--- src/rtl/envelope_follower_pkg.sv ---
// envelope_follower_pkg
//   Shared constants and types for the envelope follower and for mixer-side benches.
//   N_FILTERS : number of analysis bands per frame
//   ENV_W     : sample / envelope word width
//   SHIFT_W   : width of the attack/release smoothing shift controls
//   env_state_t : follower sequencing states
package envelope_follower_pkg;

  localparam int N_FILTERS = 4;
  localparam int ENV_W     = 32;
  localparam int SHIFT_W   = 5;

  // Largest positive envelope and most negative sample value
  localparam logic signed [ENV_W-1:0] ENV_MAX = {1'b0, {(ENV_W-1){1'b1}}};
  localparam logic signed [ENV_W-1:0] ENV_MIN = {1'b1, {(ENV_W-1){1'b0}}};

  typedef enum logic [1:0] {
    IDLE    = 2'd0,
    RECTIFY = 2'd1,
    UPDATE  = 2'd2,
    PUBLISH = 2'd3
  } env_state_t;

endpackage

--- src/rtl/envelope_follower_if.sv ---
// envelope_follower_if
//   Frame bus between the modulator filter bank / control side and the envelope follower.
//   valid_in          : frame strobe (producer -> follower)
//   attack_shift      : smoothing shift used while the rectified input is above the envelope
//   release_shift     : smoothing shift used otherwise
//   channels_in       : signed band samples, one per band
//   envelope_channels : published envelopes (always >= 0), one per band
//   valid_out         : one-cycle pulse when envelope_channels changes
//   busy_out          : follower is processing a frame, new strobes are dropped
//   drop_count_out    : saturating count of dropped frames
//   modport master : producer/consumer side; modport slave : the follower
interface envelope_follower_if
  import envelope_follower_pkg::*;
#(
  parameter int N      = N_FILTERS,
  parameter int DROP_W = 16
) ();

  logic                    valid_in;
  logic [SHIFT_W-1:0]      attack_shift;
  logic [SHIFT_W-1:0]      release_shift;
  logic signed [ENV_W-1:0] channels_in       [N];
  logic signed [ENV_W-1:0] envelope_channels [N];
  logic                    valid_out;
  logic                    busy_out;
  logic [DROP_W-1:0]       drop_count_out;

  modport master (
    output valid_in,
    output attack_shift,
    output release_shift,
    output channels_in,
    input  envelope_channels,
    input  valid_out,
    input  busy_out,
    input  drop_count_out
  );

  modport slave (
    input  valid_in,
    input  attack_shift,
    input  release_shift,
    input  channels_in,
    output envelope_channels,
    output valid_out,
    output busy_out,
    output drop_count_out
  );

endinterface

--- src/rtl/envelope_follower_update.sv ---
// env_update
//   Combinational one-band envelope step:
//     a   = |x| saturated (most negative input maps to the largest positive value)
//     d   = a - env                      (one bit wider, signed)
//     s   = (d > 0) ? attack_shift : release_shift
//     out = clamp(env + (d >>> s), 0, ENV_MAX)
//   Ports:
//     x             in  signed sample for this band
//     env           in  current envelope for this band (>= 0)
//     attack_shift  in  shift used when rising
//     release_shift in  shift used when falling or flat
//     env_next      out next envelope value
module env_update
  import envelope_follower_pkg::*;
(
  input  logic signed [ENV_W-1:0] x,
  input  logic signed [ENV_W-1:0] env,
  input  logic [SHIFT_W-1:0]      attack_shift,
  input  logic [SHIFT_W-1:0]      release_shift,
  output logic signed [ENV_W-1:0] env_next
);

  logic [ENV_W-1:0]        mag;
  logic signed [ENV_W:0]   diff;
  logic signed [ENV_W:0]   step;
  logic [SHIFT_W-1:0]      shift;
  logic signed [ENV_W+1:0] sum;

  always_comb begin
    // Full-wave rectify; negating the most negative value would wrap, so pin it
    if (x == ENV_MIN) begin
      mag = ENV_MAX;
    end else if (x[ENV_W-1]) begin
      mag = $unsigned(-x);
    end else begin
      mag = $unsigned(x);
    end

    diff  = $signed({1'b0, mag}) - $signed({1'b0, env});
    shift = (diff > 0) ? attack_shift : release_shift;

    // Arithmetic shift floors toward -inf, so a falling step is never smaller
    // than one LSB and the envelope cannot undershoot the rectified input.
    step = diff >>> shift;

    sum = (ENV_W+2)'(step) + (ENV_W+2)'($signed({1'b0, env}));

    if (sum < 0) begin
      env_next = '0;
    end else if (sum > (ENV_W+2)'(ENV_MAX)) begin
      env_next = ENV_MAX;
    end else begin
      env_next = sum[ENV_W-1:0];
    end
  end

endmodule

--- src/rtl/envelope_follower.sv ---
// envelope_follower
//   Per-band envelope extraction for the vocoder analysis path. Each accepted frame is
//   processed one band at a time (rectify cycle, then update cycle) and the complete set of
//   envelopes is published atomically with a one-cycle valid_out pulse.
//   Ports:
//     clk_in    in  system clock
//     rst_n_in  in  asynchronous active-low reset
//     bus       slave side of envelope_follower_if (frame inputs, envelopes, status)
//   Parameters:
//     N_FILTERS number of bands (>= 2), must match bus.N
//     DROP_W    width of the saturating dropped-frame counter, must match bus.DROP_W
module envelope_follower
  import envelope_follower_pkg::*;
#(
  parameter int N_FILTERS = envelope_follower_pkg::N_FILTERS,
  parameter int DROP_W    = 16
) (
  input  logic                clk_in,
  input  logic                rst_n_in,
  envelope_follower_if.slave  bus
);

  localparam int IDX_W = (N_FILTERS > 1) ? $clog2(N_FILTERS) : 1;
  localparam logic [IDX_W-1:0] LAST_IDX = IDX_W'(N_FILTERS - 1);

  env_state_t              state_reg;
  logic [IDX_W-1:0]        index_reg;
  logic [SHIFT_W-1:0]      attack_reg;
  logic [SHIFT_W-1:0]      release_reg;
  logic signed [ENV_W-1:0] chan_reg [N_FILTERS];
  logic signed [ENV_W-1:0] env_reg  [N_FILTERS];
  logic signed [ENV_W-1:0] out_reg  [N_FILTERS];
  logic signed [ENV_W-1:0] env_next;
  logic signed [ENV_W-1:0] env_next_reg;
  logic signed [ENV_W-1:0] x_sel;
  logic signed [ENV_W-1:0] env_sel;
  logic                    valid_reg;
  logic                    busy_reg;
  logic [DROP_W-1:0]       drop_reg;

  // Band selected by the running index
  always_comb begin
    x_sel   = chan_reg[index_reg];
    env_sel = env_reg[index_reg];
  end

  env_update u_env_update (
    .x             (x_sel),
    .env           (env_sel),
    .attack_shift  (attack_reg),
    .release_shift (release_reg),
    .env_next      (env_next)
  );

  always_ff @(posedge clk_in or negedge rst_n_in) begin
    if (!rst_n_in) begin
      state_reg    <= IDLE;
      index_reg    <= '0;
      attack_reg   <= '0;
      release_reg  <= '0;
      env_next_reg <= '0;
      valid_reg    <= 1'b0;
      busy_reg     <= 1'b0;
      drop_reg     <= '0;
      for (int i = 0; i < N_FILTERS; i++) begin
        chan_reg[i] <= '0;
        env_reg[i]  <= '0;
        out_reg[i]  <= '0;
      end
    end else begin
      valid_reg <= 1'b0;

      // Any strobe while a frame is in flight (including the publish cycle) is lost
      if (bus.valid_in && busy_reg && (drop_reg != {DROP_W{1'b1}})) begin
        drop_reg <= drop_reg + 1'b1;
      end

      case (state_reg)
        IDLE: begin
          if (bus.valid_in) begin
            for (int i = 0; i < N_FILTERS; i++) begin
              chan_reg[i] <= bus.channels_in[i];
            end
            attack_reg  <= bus.attack_shift;
            release_reg <= bus.release_shift;
            index_reg   <= '0;
            busy_reg    <= 1'b1;
            state_reg   <= RECTIFY;
          end
        end

        RECTIFY: begin
          // Register the datapath result to split the long rectify/shift/clamp path
          env_next_reg <= env_next;
          state_reg    <= UPDATE;
        end

        UPDATE: begin
          env_reg[index_reg] <= env_next_reg;
          if (index_reg == LAST_IDX) begin
            // Publish the whole frame at once; the last band comes straight from the
            // pipeline register since env_reg is being written on this same edge.
            for (int i = 0; i < N_FILTERS; i++) begin
              out_reg[i] <= (IDX_W'(i) == index_reg) ? env_next_reg : env_reg[i];
            end
            valid_reg <= 1'b1;
            state_reg <= PUBLISH;
          end else begin
            index_reg <= index_reg + 1'b1;
            state_reg <= RECTIFY;
          end
        end

        PUBLISH: begin
          busy_reg  <= 1'b0;
          state_reg <= IDLE;
        end

        default: begin
          state_reg <= IDLE;
        end
      endcase
    end
  end

  generate
    for (genvar gi = 0; gi < N_FILTERS; gi++) begin : g_out
      assign bus.envelope_channels[gi] = out_reg[gi];
    end
  endgenerate

  assign bus.valid_out      = valid_reg;
  assign bus.busy_out       = busy_reg;
  assign bus.drop_count_out = drop_reg;

endmodule

--- src/flat_wrapper.sv ---
// flat-port wrapper written by rule: the top's interface ports become plain ports
module envelope_follower_flat import envelope_follower_pkg::*;
#(
  parameter int N_FILTERS = envelope_follower_pkg::N_FILTERS,
  parameter int DROP_W    = 16
)
  (clk_in, rst_n_in, bus_valid_in, bus_attack_shift, bus_release_shift, bus_channels_in, bus_envelope_channels, bus_valid_out, bus_busy_out, bus_drop_count_out);
  envelope_follower_if #(.N((N_FILTERS)), .DROP_W(DROP_W)) bus_i ();
  input  logic clk_in;
  input  logic rst_n_in;
  input wire logic [$bits(bus_i.valid_in)-1:0] bus_valid_in;
  input wire logic [$bits(bus_i.attack_shift)-1:0] bus_attack_shift;
  input wire logic [$bits(bus_i.release_shift)-1:0] bus_release_shift;
  input wire logic [$bits(bus_i.channels_in)-1:0] bus_channels_in;
  output wire logic [$bits(bus_i.envelope_channels)-1:0] bus_envelope_channels;
  output wire logic [$bits(bus_i.valid_out)-1:0] bus_valid_out;
  output wire logic [$bits(bus_i.busy_out)-1:0] bus_busy_out;
  output wire logic [$bits(bus_i.drop_count_out)-1:0] bus_drop_count_out;
  assign bus_i.valid_in = bus_valid_in;
  assign bus_i.attack_shift = bus_attack_shift;
  assign bus_i.release_shift = bus_release_shift;
  assign bus_i.channels_in = {>>{bus_channels_in}};
  assign bus_envelope_channels = {>>{bus_i.envelope_channels}};
  assign bus_valid_out = bus_i.valid_out;
  assign bus_busy_out = bus_i.busy_out;
  assign bus_drop_count_out = bus_i.drop_count_out;
  envelope_follower #(.N_FILTERS(N_FILTERS), .DROP_W(DROP_W)) u_core (.clk_in(clk_in), .rst_n_in(rst_n_in), .bus(bus_i));
endmodule
--- config.mk ---
export PLATFORM = sky130hd
export DESIGN_NAME = envelope_follower_flat
export DESIGN_NICKNAME = d
export VERILOG_FILES = /design/src/rtl/envelope_follower_pkg.sv /design/src/rtl/envelope_follower_if.sv /design/src/rtl/envelope_follower_update.sv /design/src/rtl/envelope_follower.sv /design/src/flat_wrapper.sv
export SDC_FILE = /design/constraint.sdc
export NUM_CORES = 1
export LEC_CHECK = 0
export CORE_ASPECT_RATIO = 1.1
export CORE_MARGIN = 5
export CORE_UTILIZATION = 30
export DETAILED_ROUTE_END_ITERATION = 7
export GPL_TIMING_DRIVEN = 0
export PLACE_DENSITY = 0.46
export SYNTH_ARGS = -nofsm -noshare
export SYNTH_HDL_FRONTEND = slang
export SYNTH_SLANG_ARGS = --single-unit
--- constraint.sdc ---
create_clock -name clk_in -period 19.22 [get_ports clk_in]
set_clock_uncertainty 0.05 [all_clocks]
set_input_delay 5.766 -clock clk_in [delete_from_list [all_inputs] [get_ports clk_in]]
set_output_delay 5.766 -clock clk_in [all_outputs]
set_load 0.005 [all_outputs]
==> run metrics, run 1 <==
fin. max-slew vios=0; Yosys reg bits=448; sequential fraction of the synthesis area=0.434; initial core utilization=0.303; Placer Congestion=0.937; root buffer cell=clkbuf_16; top_reg_cell synth=dfrtp_1; DR vias=around 21000; Rel. slew slack=0.233; CTS tree=built; r2r setup slk=2.99 ns; Post-Syn Area per Cell=roughly 10 um2; WL per Instance=24.4 um; reg-to-reg endpoint=u_core.env_next_reg[14]; crit path to=u_core.env_next_reg[14]; RSZ-0062 raised after global routing=no; Hold WC Path Type=reg2reg; Yosys cell types=87; antenna-violating nets left=0; WP data required=19.73 ns; vias in the first global route=21900; Iter 0 DRT Violations=1488; post-CTS setup buffers=0; FFs w/ async S/R, synth=1.00; Highest Clock Rate=61.6 MHz; most frequent cell on the critical path=clkbuf_1; die span in y=318 um; IO Port Bufs=286; period utilization=0.844; DRC violations left=0; clock-pin slew of the registers on the worst-case setup and hold paths=roughly 0.06 ns; slowest stage cell, crit path=a21oi_1; standard-cell rows=112; initial antenna violation count=4; Crit. End Element=register; type of the worst setup path=reg2reg; worst setup path start=u_core.index_reg[0]; Max Cap Viol=0; Tot GR Track Use=0.205; RR Startpoint=u_core.index_reg[0]; Clock Tree Buf Depth=3; # H-tree levels=2; io pins=287; Post-Syn Instances=2482; CP arrival=16.74 ns; first-pass GRT wire length=146 mm; pin count of the biggest net entering global routing=between 100 and 150; HPWL after DPL=between 70 and 80 mm; share of cells above drive strength 1=0.153; core area=roughly 85000 um2; DR vias/cell=5.29; cts repair resizes=0; DRT Wirelength=97.7 mm; Slew @ Worst Pin=1.15 ns; syn nets=2695; Fin Setup TNS=0 ns; remaining global-route overflow=0; Pre-antenna DRT Iters=5; Final Hold Viols=0; outcome=finished, final reports clean; Die X=290 um; nets@finish=3039; EDFF count, synth=0; Syn Std Cell Area=25800 um2; CTS Buf Count=52; CP startpoint kind=register; setup violators final=0; Final Util=0.376; FF-to-FF path depth=42; Worst-Skew Late Latency=0.63 ns; worst-path fanout max=10; total die area=around 92000 um2; Tmin final=16.23 ns; clock sink count=448; yosys warns=0; post-cts hold buffer count=0; Layout area overhead=24.1%; CP max stage delay=~0.9 ns
## cell families (layout without fill, tap and decap cells)
family | after synthesis | in the layout | share of synthesized area
buffers and inverters | 209 | 594 | 0.0319
muxes | 433 | 433 | 0.212
DFF | 448 | 448 | 0.434
adders and majority gates | 72 | 72 | 0.0354
other | 0 | 3 | 0
xor gates and xnor gates | 94 | 94 | 0.0319
AOI/OAI and AO/OA | 519 | 519 | 0.130
and+or+nand+nor | 707 | 707 | 0.124
## critical path, delay by kind of cell, from the launching register on
family / cells / cell delay, ns
AO/OA/AOI/OAI: 19 / 5.94
flip-flops: 1 / 0.53
adder cells (fa/ha/maj): 2 / 0.69
buffers and inverters: 10 / 5.89
AND/OR/NAND/NOR: 8 / 1.83
multiplexers: 3 / 1.19
## layout by cell type, fill, tap and decap left out, types with 48 or more instances in the layout
master,n
dfrtp_1,448
nand2_1,409
clkdlybuf4s50_1,285
mux2_2,243
o21ai_0,161
mux2i_1,123
a21oi_1,119
clkbuf_1,116
nor2_1,82
ha_1,70
mux4_2,67
inv_1,65
xnor2_1,61
clkbuf_16,52
nor3_1,48
## synth_stat cells (20+ instances only)
master | number | share of area
mux2_2 | 243 | 0.11
xor2_1 | 33 | 0.011
xnor2_1 | 61 | 0.021
o21ai_0 | 161 | 0.031
nand3_1 | 33 | 0.0064
mux2i_1 | 123 | 0.048
a221o_1 | 31 | 0.012
ha_1 | 70 | 0.034
dfrtp_1 | 448 | 0.43
nand2_1 | 409 | 0.059
inv_1 | 65 | 0.0094
nand2b_1 | 20 | 0.0048
mux4_2 | 67 | 0.058
buf_1 | 25 | 0.0036
nor2_1 | 82 | 0.012
nor3_1 | 48 | 0.0093
clkbuf_1 | 104 | 0.015
a21oi_1 | 119 | 0.023
a21o_1 | 30 | 0.0087
## metrics by stage
stage               worst slack [ns]  area, um2  hold slack [ns]  cells
CTS                             2.72      32100            0.426   4007
global placement               -8.15      30100            0.410   3908
global route                    1.58      32100            0.449   4010
finish                          2.99      32100            0.421   4010
floorplan                       7.70      25800            0.388   2482
detailed placement              2.72      30200            0.411   3912
## routing by layer
metal,part of all wire,track usage,up-vias
met4,0.033,0.0645,0
met1,0.44,0.277,10700
met3,0.055,0.0356,129
li1,-,-,9727
met5,0,0,-
met2,0.47,0.336,631
## worst min path at each step
stage / slack (ns) / end / from / cells past startpoint
after floorplan: 0.39 / u_core.bus.busy_out / u_core.state_reg[1] / 1
after global placement: 0.41 / u_core.env_reg[22] / u_core.env_reg[22] / 2
after detailed placement: 0.41 / u_core.env_reg[28] / u_core.env_reg[28] / 2
after CTS: 0.43 / u_core.env_reg[28] / u_core.env_reg[28] / 2
after global routing: 0.45 / u_core.bus.envelope_channels[26] / u_core.bus.envelope_channels[26] / 2
final: 0.42 / u_core.bus.envelope_channels[17] / u_core.bus.envelope_channels[17] / 2
## final cells by class
cell class / instances / area, um2
antenna: 3 / 7.51
fill: 8584 / 53100
clock buffer: 75 / 1500
clock inverter: 20 / 329
tap: 1140 / 1430
timing repair buffer: 290 / 2980
sequential: 448 / 11200
inverter: 65 / 244
buffer: 144 / 581
multi-input combinational: 1825 / 13800
Power of run 1 is not shown: default switching activity piles up to over one toggle a cycle in this logic, so the estimate is an artifact.
==> run 2, diff against run 1 <==
==> constraint.sdc (replaced) <==
create_clock -name clk_in -period 15.2 [get_ports clk_in]
set_clock_uncertainty 0.05 [all_clocks]
set_input_delay 4.56 -clock clk_in [delete_from_list [all_inputs] [get_ports clk_in]]
set_output_delay 4.56 -clock clk_in [all_outputs]
set_load 0.005 [all_outputs]
==> run metrics, run 2 (synthesized netlist as in run 1, its figures left out) <==
die span in y=318 um; DR vias=21200; vias in the first global route=~22000; total die area=92100 um2; DR vias/cell=between 5 and 6; Highest Clock Rate=about 70 MHz; dpl ws=-1.30 ns; Hold WC Path Type=reg2reg; nets@finish=roughly 3000; Crit. End Element=register; remaining global-route overflow=0; RSZ-0062 raised after global routing=no; CTS tree=built; Tmin final=about 14 ns; initial core utilization=0.303; share of cells above drive strength 1=0.158; Fin Setup TNS=0 ns; fin. max-slew vios=0; io pins=between 200 and 300; setup ws final=about 0.9 ns; r2r setup slk=about 0.92 ns; Pre-antenna DRT Iters=8; CP max stage delay=between 0.6 and 0.7 ns; Tot GR Track Use=0.205; antenna-violating nets left=0; setup violators final=0; HPWL after DPL=76.7 mm; Layout area overhead=24.4%; WL per Instance=between 20 and 25 um; Design Area, Final=32100 um2; area post-placement=30200 um2; Rel. slew slack=0.204; period utilization=0.939; Slew @ Worst Pin=1.19 ns; CP arrival=14.79 ns; DRC violations left=0; most frequent cells in the layout=dfrtp_1 (448), nand2_1 (409), clkdlybuf4s50_1 (285), mux2_2 (243), o21ai_0 (161); standard-cell rows=between 100 and 150; # H-tree levels=2; most common cell after layout, fill and taps aside=dfrtp_1; slowest stage cell, crit path=or4b_4; root buffer cell=clkbuf_16; Max Cap Viol=0; DRT Wirelength=97.8 mm; worst hold slack=0.421 ns; core area=around 85000 um2; Die X=290 um; WP data required=15.71 ns; clock sink count=448; Final Hold Viols=0; clock-pin slew of the registers on the worst-case setup and hold paths=0.06 ns; CP startpoint kind=register; outcome=finished, final reports clean; post-cts hold buffer count=0; pin count of the biggest net entering global routing=around 120; worst-path fanout max=10; Clock Tree Buf Depth=3; post-CTS setup buffers=0; initial antenna violation count=4; type of the worst setup path=reg2reg; first-pass GRT wire length=between 100 and 150 mm; IO Port Bufs=286; CTS Buf Count=52; Iter 0 DRT Violations=1609; Worst-Skew Late Latency=0.61 ns; Placer Congestion=0.937
## run 2: cell count changes in the layout (fill, tap and decap cells not counted), moves of 2 or more
cell	previous run	this run
clkbuf_1	116	111
clkbuf_4	0	2
clkbuf_2	0	6
buf_1	25	20
## run 2: worst max-delay path, delay by kind of cell (launching register included)
kind	cells	cell delay, ns
buffers and inverters	8	2.46
and+or+nand+nor	15	4.19
adders and majority gates	3	0.86
muxes	3	1.24
DFF	1	0.52
AOI/OAI and AO/OA	15	4.55
xor gates and xnor gates	1	0.32
## run 2: cell type report
class                   instances  area [um2]
multi-input cells            1825       13800
flip-flops and latches        448       11200
inverters                      65         244
well taps                    1140        1430
repair buffers                290        2980
fillers                      8579       53100
diodes                          4        10.0
plain buffers                 144         609
clock inverters                20         329
clock buffers                  75        1500
## run 2: what timing repair did
item | 4_1_cts | 5_1_grt
gates cloned | 0 | 0
gates resized for setup | 8 | 19
setup endpoints to repair | 31 | 31
## run 2: path summary, 6_finish.rpt
check	start	endpoint	depth (start not counted)
worst max register to register	u_core.index_reg[0]	u_core.env_next_reg[30]	45
max in group asynchronous	rst_n_in	u_core.bus.envelope_channels[15]	4
min in group asynchronous	rst_n_in	u_core.chan_reg[45]	1
worst max-delay path	u_core.index_reg[0]	u_core.env_next_reg[30]	45
worst min register to register	u_core.bus.envelope_channels[17]	u_core.bus.envelope_channels[17]	2
worst min-delay path	u_core.bus.envelope_channels[17]	u_core.bus.envelope_channels[17]	2
## run 2: through the flow
| step | utilization | instances |
|---|---|---|
| 3_3_place_gp | 0.354 | 3908 |
| 3_5_place_dp | 0.355 | 3912 |
| 4_1_cts | 0.377 | 4007 |
| 5_1_grt | 0.377 | 4010 |
| 2_1_floorplan | - | 2482 |
| 6_report | 0.377 | 4011 |
## run 2: per-layer routing
layer	global-route usage	part of all wire	up-vias
li1	-	-	9738
met1	0.277	0.44	10700
met2	0.337	0.47	633
met3	0.0356	0.056	126
met4	0.0646	0.034	0
met5	0	0	-
Power of run 2 is left out for the same reason.
